--- src/rtl/refresh_control.sv ---
// Periodic DDR refresh scheduler: counts tREFI intervals, tracks owed refreshes
// and issues PREA followed by one or more REF commands over the shared DFI path.
//
// state    | meaning
// ---------+---------------------------------------------------------
// IDLE     | nothing owed, or refresh disabled
// REQ      | requesting the DFI command path, waiting for grant
// PREA     | precharge-all valid, waiting for ready
// WAIT_RP  | tRP wait after PREA accept
// REF      | refresh valid, waiting for ready
// WAIT_RFC | tRFC wait after REF accept, then next REF or back to IDLE
module refresh_control #(
  parameter int TREFI_CLK    = 6240,
  parameter int TRP_CLK      = 11,
  parameter int TRFC_CLK     = 208,
  parameter int MAX_POSTPONE = 8,
  parameter int URGENT_TH    = 4,
  localparam int PEND_W      = $clog2(MAX_POSTPONE + 2)
) (
  input  logic              core_clk,
  input  logic              core_arst,
  input  logic              ddr_init_done,
  output logic              ref_req,
  output logic              ref_urgent,
  input  logic              ref_gnt,
  output logic              ref_cmd_valid,
  output logic              ref_cmd_type,
  input  logic              ref_cmd_ready,
  output logic [PEND_W-1:0] ref_pending,
  output logic              ref_overflow
);

  localparam int CNT_W    = $clog2(TREFI_CLK);
  localparam int WAIT_MAX = (TRP_CLK > TRFC_CLK) ? TRP_CLK : TRFC_CLK;
  localparam int WAIT_W   = $clog2(WAIT_MAX + 1);

  localparam logic [CNT_W-1:0]  TREFI_LAST = CNT_W'(TREFI_CLK - 1);
  // Loads are two short of the wait: one cycle is the accept, one is the exit edge.
  localparam logic [WAIT_W-1:0] TRP_LOAD   = WAIT_W'(TRP_CLK - 2);
  localparam logic [WAIT_W-1:0] TRFC_LOAD  = WAIT_W'(TRFC_CLK - 2);
  localparam logic [PEND_W-1:0] OWED_SAT   = PEND_W'(MAX_POSTPONE + 1);
  localparam logic [PEND_W-1:0] URGENT_LVL = PEND_W'(URGENT_TH);

  localparam logic [2:0] ST_IDLE     = 3'd0;
  localparam logic [2:0] ST_REQ      = 3'd1;
  localparam logic [2:0] ST_PREA     = 3'd2;
  localparam logic [2:0] ST_WAIT_RP  = 3'd3;
  localparam logic [2:0] ST_REF      = 3'd4;
  localparam logic [2:0] ST_WAIT_RFC = 3'd5;

  logic [2:0]        state, state_nxt;
  logic [CNT_W-1:0]  intv_cnt;
  logic [WAIT_W-1:0] wait_cnt, wait_nxt;
  logic [PEND_W-1:0] owed, owed_nxt;
  logic              tick;
  logic              prea_acc;
  logic              ref_acc;
  logic              ovf_set;

  assign tick     = ddr_init_done && (intv_cnt == TREFI_LAST);
  assign prea_acc = (state == ST_PREA) && ref_cmd_valid && ref_cmd_ready;
  assign ref_acc  = (state == ST_REF) && ref_cmd_valid && ref_cmd_ready;
  assign ref_pending = owed;

  // A tick coinciding with a REF accept cancels out, even at saturation.
  always_comb begin
    owed_nxt = owed;
    ovf_set  = 1'b0;
    if (!ddr_init_done) begin
      owed_nxt = '0;
    end else if (tick && !ref_acc) begin
      if (owed == OWED_SAT) ovf_set = 1'b1;
      else                  owed_nxt = owed + 1'b1;
    end else if (!tick && ref_acc) begin
      owed_nxt = owed - 1'b1;
    end
  end

  always_comb begin
    state_nxt = state;
    wait_nxt  = wait_cnt;
    if (!ddr_init_done) begin
      state_nxt = ST_IDLE;
      wait_nxt  = '0;
    end else begin
      case (state)
        ST_IDLE: begin
          if (owed != '0) state_nxt = ST_REQ;
        end
        ST_REQ: begin
          if (ref_gnt) state_nxt = ST_PREA;
        end
        ST_PREA: begin
          if (prea_acc) begin
            state_nxt = ST_WAIT_RP;
            wait_nxt  = TRP_LOAD;
          end
        end
        ST_WAIT_RP: begin
          if (wait_cnt == '0) state_nxt = ST_REF;
          else                wait_nxt  = wait_cnt - 1'b1;
        end
        ST_REF: begin
          if (ref_acc) begin
            state_nxt = ST_WAIT_RFC;
            wait_nxt  = TRFC_LOAD;
          end
        end
        ST_WAIT_RFC: begin
          // Banks stay precharged and the grant is held, so back-to-back REFs skip PREA.
          if (wait_cnt == '0) state_nxt = (owed != '0) ? ST_REF : ST_IDLE;
          else                wait_nxt  = wait_cnt - 1'b1;
        end
        default: state_nxt = ST_IDLE;
      endcase
    end
  end

  always_ff @(posedge core_clk or posedge core_arst) begin
    if (core_arst) begin
      state         <= ST_IDLE;
      wait_cnt      <= '0;
      intv_cnt      <= '0;
      owed          <= '0;
      ref_req       <= 1'b0;
      ref_urgent    <= 1'b0;
      ref_cmd_valid <= 1'b0;
      ref_cmd_type  <= 1'b0;
      ref_overflow  <= 1'b0;
    end else begin
      state    <= state_nxt;
      wait_cnt <= wait_nxt;
      if (!ddr_init_done || (intv_cnt == TREFI_LAST)) intv_cnt <= '0;
      else                                            intv_cnt <= intv_cnt + 1'b1;
      owed          <= owed_nxt;
      ref_urgent    <= (owed_nxt >= URGENT_LVL);
      ref_overflow  <= ref_overflow | ovf_set;
      ref_req       <= (state_nxt != ST_IDLE);
      ref_cmd_valid <= (state_nxt == ST_PREA) || (state_nxt == ST_REF);
      ref_cmd_type  <= (state_nxt == ST_REF);
    end
  end

endmodule

--- config.mk ---
export PLATFORM = sky130hd
export DESIGN_NAME = refresh_control
export DESIGN_NICKNAME = d
export VERILOG_FILES = /design/src/rtl/refresh_control.sv
export SDC_FILE = /design/constraint.sdc
export NUM_CORES = 1
export LEC_CHECK = 0
export BUFFER_PORTS_ARGS = -buffer_cell sky130_fd_sc_hd__buf_4
export CELL_PAD_IN_SITES_DETAIL_PLACEMENT = 0
export CELL_PAD_IN_SITES_GLOBAL_PLACEMENT = 1
export CORE_UTILIZATION = 45
export CTS_BUF_LIST = sky130_fd_sc_hd__clkbuf_8 sky130_fd_sc_hd__clkbuf_16
export CTS_CLUSTER_SIZE = 10
export DETAILED_ROUTE_END_ITERATION = 7
export PLACE_DENSITY_LB_ADDON = 0.1
export SYNTH_ARGS = -nofsm -noshare
export SYNTH_HDL_FRONTEND = slang
export SYNTH_SLANG_ARGS = --single-unit
--- constraint.sdc ---
create_clock -name core_clk -period 4.5 [get_ports core_clk]
set_input_delay 0.675 -clock core_clk [delete_from_list [all_inputs] [get_ports core_clk]]
set_output_delay 0.675 -clock core_clk [all_outputs]
set_load 0.01 [all_outputs]
==> metrics.txt <==
post-synthesis async set-or-reset flop share=1.00; largest area contributor in the netlist=dfrtp_1; top post-synthesis cells by count=dfrtp_1 (33), a21oi_1 (20), nand2_1 (19); final hold violations=0; Clk pwr share=0.447; Setup CP Type=reg -> reg; antenna violations before repair=0; Synth warnings=0; htree depth=2; peak supply drop=0.226 mV; Max-Cap Viols=0; routability cong.=0.875; CTS tree=built; smallest hold slack=0.476 ns; Ports=14; Root Buffer=clkbuf_8; internal power=503 µW; setup TNS=0 ns; vias in the first global route=1509; clock slew at reported path FFs=0.07 ns; Vias=1516; 1st-iter DRT viols=97; Min-Delay Path Class=in -> async; Post-CTS Resized=0; status=finished clean; maximum clock frequency=479 MHz; Mapped Cells=204; Slew HR=0.556; most common cell in the synthesized netlist=dfrtp_1; die span in y=66.8 µm; register area share after synthesis=0.437; Place WS=2.46 ns; Worst-Margin Slew=0.657 ns; Pwr per Cell Area=310 mW/mm²; first drt pass iteration count=4; first-pass GRT wire length=7040 µm; Gate power share=0.076; I/O Buffers=13; Worst-Skew Late Latency=0.29 ns; Post-synth EDFFs=0; CP endpoint kind=flip-flop; Psw=153 µW; fraction of layout cells with a size suffix above 1=0.133; FP Rows=23; leakage power figure=0.000975 µW; Via density=5.66; Worst Setup Start Kind=flip-flop; n_diodes=0; hold-fix buffers at CTS=0; Yosys cell types=46; Total GRT Usage=0.215; Synth Cell Area=0.00189 mm²; worst path required time=4.68 ns; fin crit share=0.464; syn nets=214; Residual DRC=0; CP max FO=7; leading post-synthesis cells by cell area=dfrtp_1 (44%), a21oi_1 (5.3%), xor2_1 (4.2%); Post-DRT Antenna Nets=0; Reg power frac=0.476; Synth-to-Final Area Change=11.7%; Core Area=0.00403 mm²; area share of the largest cell type after synthesis=0.437; dpl hpwl=2800 µm; WL/cell=14.9 µm; Die ar.=0.00446 mm²; Switching Share=0.233; Num CTS Buffers=5; Clock Path Buffers=2; Main synth FF type=dfrtp_1; Syn Area/Cell=9.27 µm²; setup slack, reg-to-reg=2.41 ns; worst clock skew=0.00505 ns; drt total wl=4000 µm; CP Data Arrival Time=2.27 ns; Die X=66.8 µm; Yosys reg bits=33; clock sink total=33; Final WS setup=2.41 ns; Final Critical Period=2.09 ns; # Post-CTS Setup Buffers=0; Setup Viol. Count Final=0; Initial Util=0.469; NumNets Final=227; largest net degree at the start of global routing=34; RSZ-0062 raised after global routing=no; Slew Viols, Final=0; grt total ovfl=0
## sequential cells by signal (all words and copies together) (netlist names)
register and cells:
ref_cmd_valid 1, wait_cnt 8, ref_cmd_type 1, ref_pending 4
intv_cnt 13, state 3, ref_overflow 1, ref_urgent 1
ref_req 1
## layout by cell type, fill, tap and decap left out, types with 5 or more instances in the layout
| master | n |
|---|---|
| inv_1 | 11 |
| nand4_1 | 5 |
| nor3_1 | 6 |
| nand2_1 | 19 |
| dfrtp_1 | 33 |
| nor2_1 | 17 |
| o21ai_0 | 12 |
| a21oi_1 | 20 |
| nand3_1 | 9 |
| buf_4 | 14 |
| clkbuf_8 | 6 |
| and3_1 | 5 |
| ha_1 | 5 |
| xor2_1 | 9 |
## power groups by stage
| stage | registers (µW) | clock network, µW | logic (µW) |
|---|---|---|---|
| finish | 312 | 293 | 50.0 |
| global route | 313 | 316 | 57.7 |
| CTS | 312 | 303 | 51.0 |
| floorplan | 314 | 0 | 39.8 |
| detailed placement | 318 | 0 | 50.9 |
| global placement | 317 | 0 | 49.6 |
## final cells by class
cell class	instances	area, µm²
well taps	50	62.6
inverters	11	41.3
clock inverters	2	37.5
fillers	368	1920
clock buffers	6	82.6
multi-input cells	152	957
flip-flops and latches	33	826
repair buffers	14	105
## metal layers
layer  global-route usage  wire length (µm)  vias up  share of wire
li1                     -                 -      750              -
met1                0.290              1840      711           0.46
met2                0.317              1860       44           0.46
met3               0.0616               238       11          0.059
met4               0.0957                68        0          0.017
met5                    0                 0        -              0
## kinds of logic after synthesis
| family | Yosys count | share of synthesized area |
|---|---|---|
| and+or+nand+nor | 83 | 0.245 |
| muxes | 4 | 0.0218 |
| DFF | 33 | 0.437 |
| xor gates and xnor gates | 10 | 0.0463 |
| adders and majority gates | 5 | 0.0331 |
| AOI/OAI and AO/OA | 50 | 0.160 |
| buffers and inverters | 19 | 0.0569 |
## worst paths after layout
| check | cells after the start | endpoint | startpoint |
|---|---|---|---|
| max reg2reg | 7 | ref_cmd_type$_DFF_PP0_ | wait_cnt[0]$_DFFE_PP0P_ |
| max | 7 | ref_cmd_type$_DFF_PP0_ | wait_cnt[0]$_DFFE_PP0P_ |
| min reg2reg | 1 | intv_cnt[0]$_DFF_PP0_ | intv_cnt[0]$_DFF_PP0_ |
| max in group asynchronous | 3 | ref_pending[1]$_DFF_PP0_ | core_arst |
| min in group core_clk | 1 | intv_cnt[0]$_DFF_PP0_ | intv_cnt[0]$_DFF_PP0_ |
| min | 3 | intv_cnt[4]$_DFF_PP0_ | core_arst |
## worst max-delay path, stage by stage (launching register included)
cell,delay [ns]
dfrtp_1,0.42
inv_1,0.09
ha_1,0.21
nor4b_4,0.38
nand3_4,0.17
o311a_1,0.38
o21a_1,0.20
and2_1,0.13
## through the flow
step / power, µW / std cells / util / area (µm²)
after floorplan: 354 / 204 / - / 1890
after global placement: 367 / 260 / 0.494 / 1990
after global routing: 687 / 268 / 0.524 / 2110
final: 656 / 268 / 0.524 / 2110
after CTS: 666 / 268 / 0.524 / 2110
after detailed placement: 368 / 260 / 0.494 / 1990
(Power assumes the default switching activity.)
